## config.mk

```make
export PLATFORM = sky130hd
export DESIGN_NAME = mmio_link_port
export DESIGN_NICKNAME = d
export VERILOG_FILES = /design/src/rtl/link_port_pkg.sv /design/src/rtl/sync_fifo.sv /design/src/rtl/mmio_link_port.sv
export SDC_FILE = /design/constraint.sdc
export NUM_CORES = 1
export LEC_CHECK = 0
export ABC_AREA = 1
export CAP_MARGIN = 20
export CORE_UTILIZATION = 43
export DETAILED_ROUTE_END_ITERATION = 10
export PLACE_DENSITY_LB_ADDON = 0.25
export SYNTH_ARGS = -nofsm -noshare
export SYNTH_HDL_FRONTEND = slang
export SYNTH_SLANG_ARGS = --single-unit
export TNS_END_PERCENT = 1
```

## constraint.sdc

```tcl
create_clock -name clk -period 2.9 [get_ports clk]
set_clock_uncertainty 0.1 [all_clocks]
set_input_delay 0.435 -clock clk [delete_from_list [all_inputs] [get_ports clk]]
set_output_delay 0.435 -clock clk [all_outputs]
set_load 0.02 [all_outputs]
```

## src/rtl/link_port_pkg.sv

```systemverilog
// Shared register-window offsets and STATUS/CTRL bit positions for the
// memory-mapped photonic link port.
package link_port_pkg;

  typedef logic [15:0] word_t;

  localparam logic [2:0] OFF_TX_DATA  = 3'd0;
  localparam logic [2:0] OFF_RX_DATA  = 3'd1;
  localparam logic [2:0] OFF_STATUS   = 3'd2;
  localparam logic [2:0] OFF_RX_POP   = 3'd3;
  localparam logic [2:0] OFF_CTRL     = 3'd4;
  localparam logic [2:0] OFF_TX_COUNT = 3'd5;
  localparam logic [2:0] OFF_RX_COUNT = 3'd6;

  localparam int ST_TX_FULL      = 0;
  localparam int ST_TX_EMPTY     = 1;
  localparam int ST_RX_FULL      = 2;
  localparam int ST_RX_EMPTY     = 3;
  localparam int ST_TX_OVERFLOW  = 4;
  localparam int ST_RX_UNDERFLOW = 5;
  localparam int ST_TX_ENABLE    = 6;

  localparam int CTRL_TX_ENABLE  = 0;
  localparam int CTRL_CLEAR      = 1;

endpackage

```

## src/rtl/sync_fifo.sv

```systemverilog
// Single-clock FIFO with combinational head; a push into a full FIFO is
// taken only when a pop frees the slot at the same edge.
module sync_fifo #(
  parameter int WIDTH = 16,
  parameter int DEPTH = 8
) (
  input  logic                     clk,
  input  logic                     rst,
  input  logic                     push,
  input  logic                     pop,
  input  logic [WIDTH-1:0]         din,
  output logic [WIDTH-1:0]         head,
  output logic                     full,
  output logic                     empty,
  output logic [$clog2(DEPTH):0]   count
);

  localparam int PW = $clog2(DEPTH);
  localparam logic [PW:0] FULL_CNT = DEPTH[PW:0];

  logic [WIDTH-1:0] mem [DEPTH];
  logic [PW-1:0]    wr_ptr;
  logic [PW-1:0]    rd_ptr;
  logic             do_push;
  logic             do_pop;

  assign full    = (count == FULL_CNT);
  assign empty   = (count == '0);
  assign do_pop  = pop && !empty;
  assign do_push = push && (!full || do_pop);
  assign head    = mem[rd_ptr];

  // Storage carries no reset; only pointers and count define validity.
  always_ff @(posedge clk) begin
    if (do_push) mem[wr_ptr] <= din;
  end

  always_ff @(posedge clk or negedge rst) begin
    if (!rst) begin
      wr_ptr <= '0;
      rd_ptr <= '0;
      count  <= '0;
    end else begin
      if (do_push) wr_ptr <= wr_ptr + PW'(1);
      if (do_pop)  rd_ptr <= rd_ptr + PW'(1);
      case ({do_push, do_pop})
        2'b10:   count <= count + (PW+1)'(1);
        2'b01:   count <= count - (PW+1)'(1);
        default: count <= count;
      endcase
    end
  end

endmodule

```

## src/rtl/mmio_link_port.sv

```systemverilog
// MMIO link port: register-window decode, CTRL/sticky flags and read mux
// around a TX FIFO (CPU -> link) and an RX FIFO (link -> CPU).
module mmio_link_port
  import link_port_pkg::*;
#(
  parameter int                    DATA_WIDTH = 16,
  parameter int                    ADDR_WIDTH = 16,
  parameter logic [ADDR_WIDTH-1:0] MMIO_BASE  = 16'hFF00,
  parameter int                    DEPTH      = 8
) (
  input  logic                  clk,
  input  logic                  rst,
  input  logic [ADDR_WIDTH-1:0] address_rw,
  input  logic [DATA_WIDTH-1:0] data_in,
  input  logic                  memory_write_enable,
  output logic                  mmio_hit,
  output logic [DATA_WIDTH-1:0] mmio_data_out,
  output logic                  tx_valid,
  output logic [DATA_WIDTH-1:0] tx_data,
  input  logic                  tx_ready,
  input  logic                  rx_valid,
  input  logic [DATA_WIDTH-1:0] rx_data,
  output logic                  rx_ready
);

  localparam int CW = $clog2(DEPTH) + 1;

  logic [2:0]            offset;
  logic                  bus_wr;
  logic                  tx_store;
  logic                  rx_pop_req;
  logic                  ctrl_wr;
  logic                  tx_pop;
  logic                  rx_push;
  logic                  tx_full, tx_empty, rx_full, rx_empty;
  logic [CW-1:0]         tx_count, rx_count;
  logic [DATA_WIDTH-1:0] rx_head;
  logic                  tx_enable;
  logic                  tx_overflow;
  logic                  rx_underflow;
  logic                  tx_overflow_set;
  logic                  rx_underflow_set;
  logic                  flag_clear;
  logic [DATA_WIDTH-1:0] status;

  assign offset     = address_rw[2:0];
  assign mmio_hit   = (address_rw[ADDR_WIDTH-1:3] == MMIO_BASE[ADDR_WIDTH-1:3]);
  assign bus_wr     = memory_write_enable && mmio_hit;
  assign tx_store   = bus_wr && (offset == OFF_TX_DATA);
  assign rx_pop_req = bus_wr && (offset == OFF_RX_POP);
  assign ctrl_wr    = bus_wr && (offset == OFF_CTRL);
  assign flag_clear = ctrl_wr && data_in[CTRL_CLEAR];

  assign tx_valid = tx_enable && !tx_empty;
  assign tx_pop   = tx_valid && tx_ready;
  // rx_ready comes from the registered count, so a same-cycle pop never opens it early.
  assign rx_ready = !rx_full;
  assign rx_push  = rx_valid && rx_ready;

  assign tx_overflow_set  = tx_store && tx_full && !tx_pop;
  assign rx_underflow_set = rx_pop_req && rx_empty;

  sync_fifo #(.WIDTH(DATA_WIDTH), .DEPTH(DEPTH)) tx_fifo (
    .clk   (clk),
    .rst   (rst),
    .push  (tx_store),
    .pop   (tx_pop),
    .din   (data_in),
    .head  (tx_data),
    .full  (tx_full),
    .empty (tx_empty),
    .count (tx_count)
  );

  sync_fifo #(.WIDTH(DATA_WIDTH), .DEPTH(DEPTH)) rx_fifo (
    .clk   (clk),
    .rst   (rst),
    .push  (rx_push),
    .pop   (rx_pop_req),
    .din   (rx_data),
    .head  (rx_head),
    .full  (rx_full),
    .empty (rx_empty),
    .count (rx_count)
  );

  // Sticky flags: a new event in the same cycle as a clear keeps the flag set.
  always_ff @(posedge clk or negedge rst) begin
    if (!rst) begin
      tx_enable    <= 1'b1;
      tx_overflow  <= 1'b0;
      rx_underflow <= 1'b0;
    end else begin
      if (ctrl_wr) tx_enable <= data_in[CTRL_TX_ENABLE];
      if (tx_overflow_set)       tx_overflow <= 1'b1;
      else if (flag_clear)       tx_overflow <= 1'b0;
      if (rx_underflow_set)      rx_underflow <= 1'b1;
      else if (flag_clear)       rx_underflow <= 1'b0;
    end
  end

  always_comb begin
    status                  = '0;
    status[ST_TX_FULL]      = tx_full;
    status[ST_TX_EMPTY]     = tx_empty;
    status[ST_RX_FULL]      = rx_full;
    status[ST_RX_EMPTY]     = rx_empty;
    status[ST_TX_OVERFLOW]  = tx_overflow;
    status[ST_RX_UNDERFLOW] = rx_underflow;
    status[ST_TX_ENABLE]    = tx_enable;
  end

  always_comb begin
    mmio_data_out = '0;
    if (mmio_hit) begin
      case (offset)
        OFF_RX_DATA:  mmio_data_out = rx_head;
        OFF_STATUS:   mmio_data_out = status;
        OFF_TX_COUNT: mmio_data_out = DATA_WIDTH'(tx_count);
        OFF_RX_COUNT: mmio_data_out = DATA_WIDTH'(rx_count);
        default:      mmio_data_out = '0;
      endcase
    end
  end

endmodule

```

==> impl_metrics.env <==
export IMPL_die_w_um=165
export IMPL_hold_ws_ps=161
export IMPL_wl_per_cell_um=18.4
export IMPL_p_leak_uw=0.00506
export IMPL_fillers=2241
export IMPL_hold_viol=0
export IMPL_synth_edff_count=256
export IMPL_cts_clk_slew_worst_paths_ps=60
export IMPL_cts_buffers=29
export IMPL_n_antenna_cell=0
export IMPL_drtIter0Drc=634
export IMPL_start_kind="flop"
export IMPL_crit_path_end_kind="primary output"
export IMPL_violations="DRC"
export IMPL_powerDensity_mw_per_mm2=800
export IMPL_vias_per_cell=5.28
export IMPL_initial_core_util_pct=44.0
export IMPL_final_period_utilization_pct=99.0
export IMPL_die_area_sq_mm=0.0274
export IMPL_synth_area_sq_mm=0.0115
export IMPL_status="finished, violations left"
export IMPL_slew_violations=0
export IMPL_wl_um=26100
export IMPL_synth_seq_area_share_pct=71.9
export IMPL_cts_root_buf="clkbuf_16"
export IMPL_multi_input_area_sq_mm=0.00292
export IMPL_setup_viol=0
export IMPL_antenna_left=0
export IMPL_final_core_util_pct=54.1
export IMPL_tritoncts="done"
export IMPL_std_cell_rows=59
export IMPL_crit_buf_inv=2
export IMPL_die_h_um=165
export IMPL_synth_seq_cells=279
export IMPL_synthArstFlopShare_pct=8.24
export IMPL_crit_arrival_ps=2340
export IMPL_synthCells=932
export IMPL_hpwl_um=15800
export IMPL_grt_pass1_vias=7374
export IMPL_path_max_fanout=32
export IMPL_synth_cell_types=40
export IMPL_htree_levels=1
export IMPL_critPathSlowestCell="dfrtp_2"
export IMPL_drc=10
export IMPL_vdd_ir_drop_worst_mv=0.494
export IMPL_cts_buffer_depth=3
export IMPL_vias=7504
export IMPL_final_layout_size_suffix_gt1_share_pct=13.6
export IMPL_grt_antenna_before_repair=2
export IMPL_area_delta_synth_final_pct=23.0
export IMPL_seq_area_sq_mm=0.00827
export IMPL_nets=1127
export IMPL_maxCapViolations=0
export IMPL_maxSlewHeadroom_pct=69.2
export IMPL_top_level_ports=88
export IMPL_yosys_warnings=0
export IMPL_cp_data_required_time_ps=2370
export IMPL_syn_nets=995
export IMPL_critical_path_cell_chain="bufbuf_16 -> o21ai_0 -> o221ai_1 -> nand3_1 -> a21oi_1 -> clkdlybuf4s15_2"
export IMPL_holdCritPathClass="input port to async pin"
export IMPL_cts_sinks=279
export IMPL_worst_setup_path_type="flop to primary output"
export IMPL_grt_overflow=0
export IMPL_syn_avg_cell_area_sq_um=12.3
export IMPL_dp_cells=1367
export IMPL_grt_usage_pct=19.3
export IMPL_dr_pass1_iters=8
export IMPL_final_cells=1421
export IMPL_grt_max_degree=60
export IMPL_io_buffers=87
export IMPL_rsz0062_at_grt="yes"
export IMPL_synth_ff_type="edfxtp_1"
export IMPL_worst_path_dominant_cell_family="buffers and inverters"
export IMPL_slowest_delay_ps=440
export IMPL_clk_latency_ps=540
export IMPL_worst_slew_pin_slew_ps=462
export IMPL_max_freq_ghz=0.348
export IMPL_fp_coreArea_sq_mm=0.0261
export IMPL_fin_crit_ps=2870
export IMPL_grt_pass1_wl_um=40000
export IMPL_gp_congestion=0.815
export IMPL_cts_setup_buffers=0
[cells in the final DEF, fill, tap and decap left out, types with 4 or more instances in the layout]
master,netlist,routed
buf_12,0,13
o221ai_1,12,12
nand2_1,48,48
o21ai_0,133,133
clkdlybuf4s15_1,0,6
edfxtp_1,256,256
clkbuf_1,30,4
dlygate4sd2_1,0,13
nand2_2,6,6
clkdlybuf4s15_2,0,4
a31oi_1,18,18
nand3_1,19,19
clkinv_2,0,7
xnor2_1,4,4
clkbuf_16,0,29
o22ai_1,31,31
ha_1,9,9
clkinv_1,0,7
buf_4,1,45
nor2_1,218,218
inv_1,43,42
xor2_1,10,10
dfrtp_1,22,20
clkdlybuf4s50_1,0,55
o21ai_1,4,4
nor3_2,3,11
a21oi_1,15,12
clkbuf_2,0,6
a311oi_1,4,4
[per-layer routing]
metal | global-route usage, % | vias up | routed length, um
li1 | - | 3632 | -
met1 | 23.7 | 3676 | 11100
met2 | 34.3 | 145 | 13200
met3 | 3.05 | 49 | 1050
met4 | 6.57 | 2 | 748
met5 | 0 | - | 12
[state kept, by name, indices dropped and copies added, names as in the netlist, 3 cells and up]
register        cells
tx_fifo.count       4
tx_fifo.rd_ptr      3
rx_fifo.wr_ptr      3
tx_fifo.mem       128
rx_fifo.count       4
rx_fifo.rd_ptr      3
tx_fifo.wr_ptr      3
rx_fifo.mem       128
[cell usage after synthesis (4+ instances only)]
cell / number / area (sq um)
o21ai_1: 4 / 20.0
a31oi_1: 18 / 113
xor2_1: 10 / 87.6
edfxtp_1: 256 / 7690
nor3_1: 8 / 40.0
ha_1: 9 / 113
inv_1: 43 / 161
o221ai_1: 12 / 105
clkbuf_1: 30 / 113
nand2_1: 48 / 180
nand3_1: 19 / 95.1
buf_2: 14 / 70.1
xnor2_1: 4 / 35.0
nor2_1: 218 / 818
a311oi_1: 4 / 35.0
dfrtp_1: 22 / 551
nand2_2: 6 / 37.5
o21ai_0: 133 / 666
a21oi_1: 15 / 75.1
o22ai_1: 31 / 194
[area by class of cell]
type                    count  share of cell area [%]
clock inverters            20                    1.10
well taps                 335                    2.97
multi-input cells         562                    20.6
clock buffers              33                    5.24
repair buffers            147                    10.4
flip-flops and latches    279                    58.5
inverters                  45                    1.19
[where the power goes]
group          switching (uW)  total, uW  internal [uW]
combinational            1840       2890           1050
clock                    1480       3490           2010
sequential                163       4930           4760
[repair_timing]
item                       CTS  global route
setup endpoints to repair   32            21
cloned                       1             0
hold buffers                 0             0
hold endpoints to repair     0             0
gates resized for setup     42            33
pin swaps                    0             2
[per-stage QoR]
stage / total power, uW / setup TNS [ps] / area [sq um] / worst slack, ps
floorplan: 6760 / -341 / 11500 / -2.67
global placement: 8010 / -734 / 13200 / -131
detailed placement: 8070 / -1100 / 13200 / -135
CTS: 11400 / -8.89 / 14100 / -8.89
global route: 11900 / -230 / 14100 / -65.9
finish: 11300 / 0 / 14100 / 28.6
[cell families (layout without fill, tap and decap cells)]
logic type / Yosys count / in the layout / share of synthesized area [%]
AO/OA/AOI/OAI: 225 / 225 / 11.1
XOR/XNOR: 14 / 14 / 1.07
adder cells (fa/ha/maj): 10 / 10 / 1.15
buffers and inverters: 91 / 245 / 3.16
flip-flops: 279 / 279 / 71.9
AND/OR/NAND/NOR: 313 / 313 / 11.6
[final timing paths]
check / depth (start not counted) / end / from / slack, ps
setup / recovery: 6 / mmio_data_out[3] / rx_fifo.rd_ptr[0]$_DFFE_PN0P_ / 30
hold reg to reg: 2 / rx_underflow$_DFFE_PN0P_ / rx_underflow$_DFFE_PN0P_ / 400
min in group clk: 2 / rx_underflow$_DFFE_PN0P_ / rx_underflow$_DFFE_PN0P_ / 400
max in group asynchronous: 2 / tx_enable$_DFFE_PN1P_ / rst / 2220
setup reg to reg: 15 / tx_fifo.count[3]$_DFFE_PN0P_ / tx_fifo.count[0]$_DFFE_PN0P_ / 720
hold / removal: 2 / rx_fifo.count[3]$_DFFE_PN0P_ / rst / 160
(Power assumes the default switching activity.)
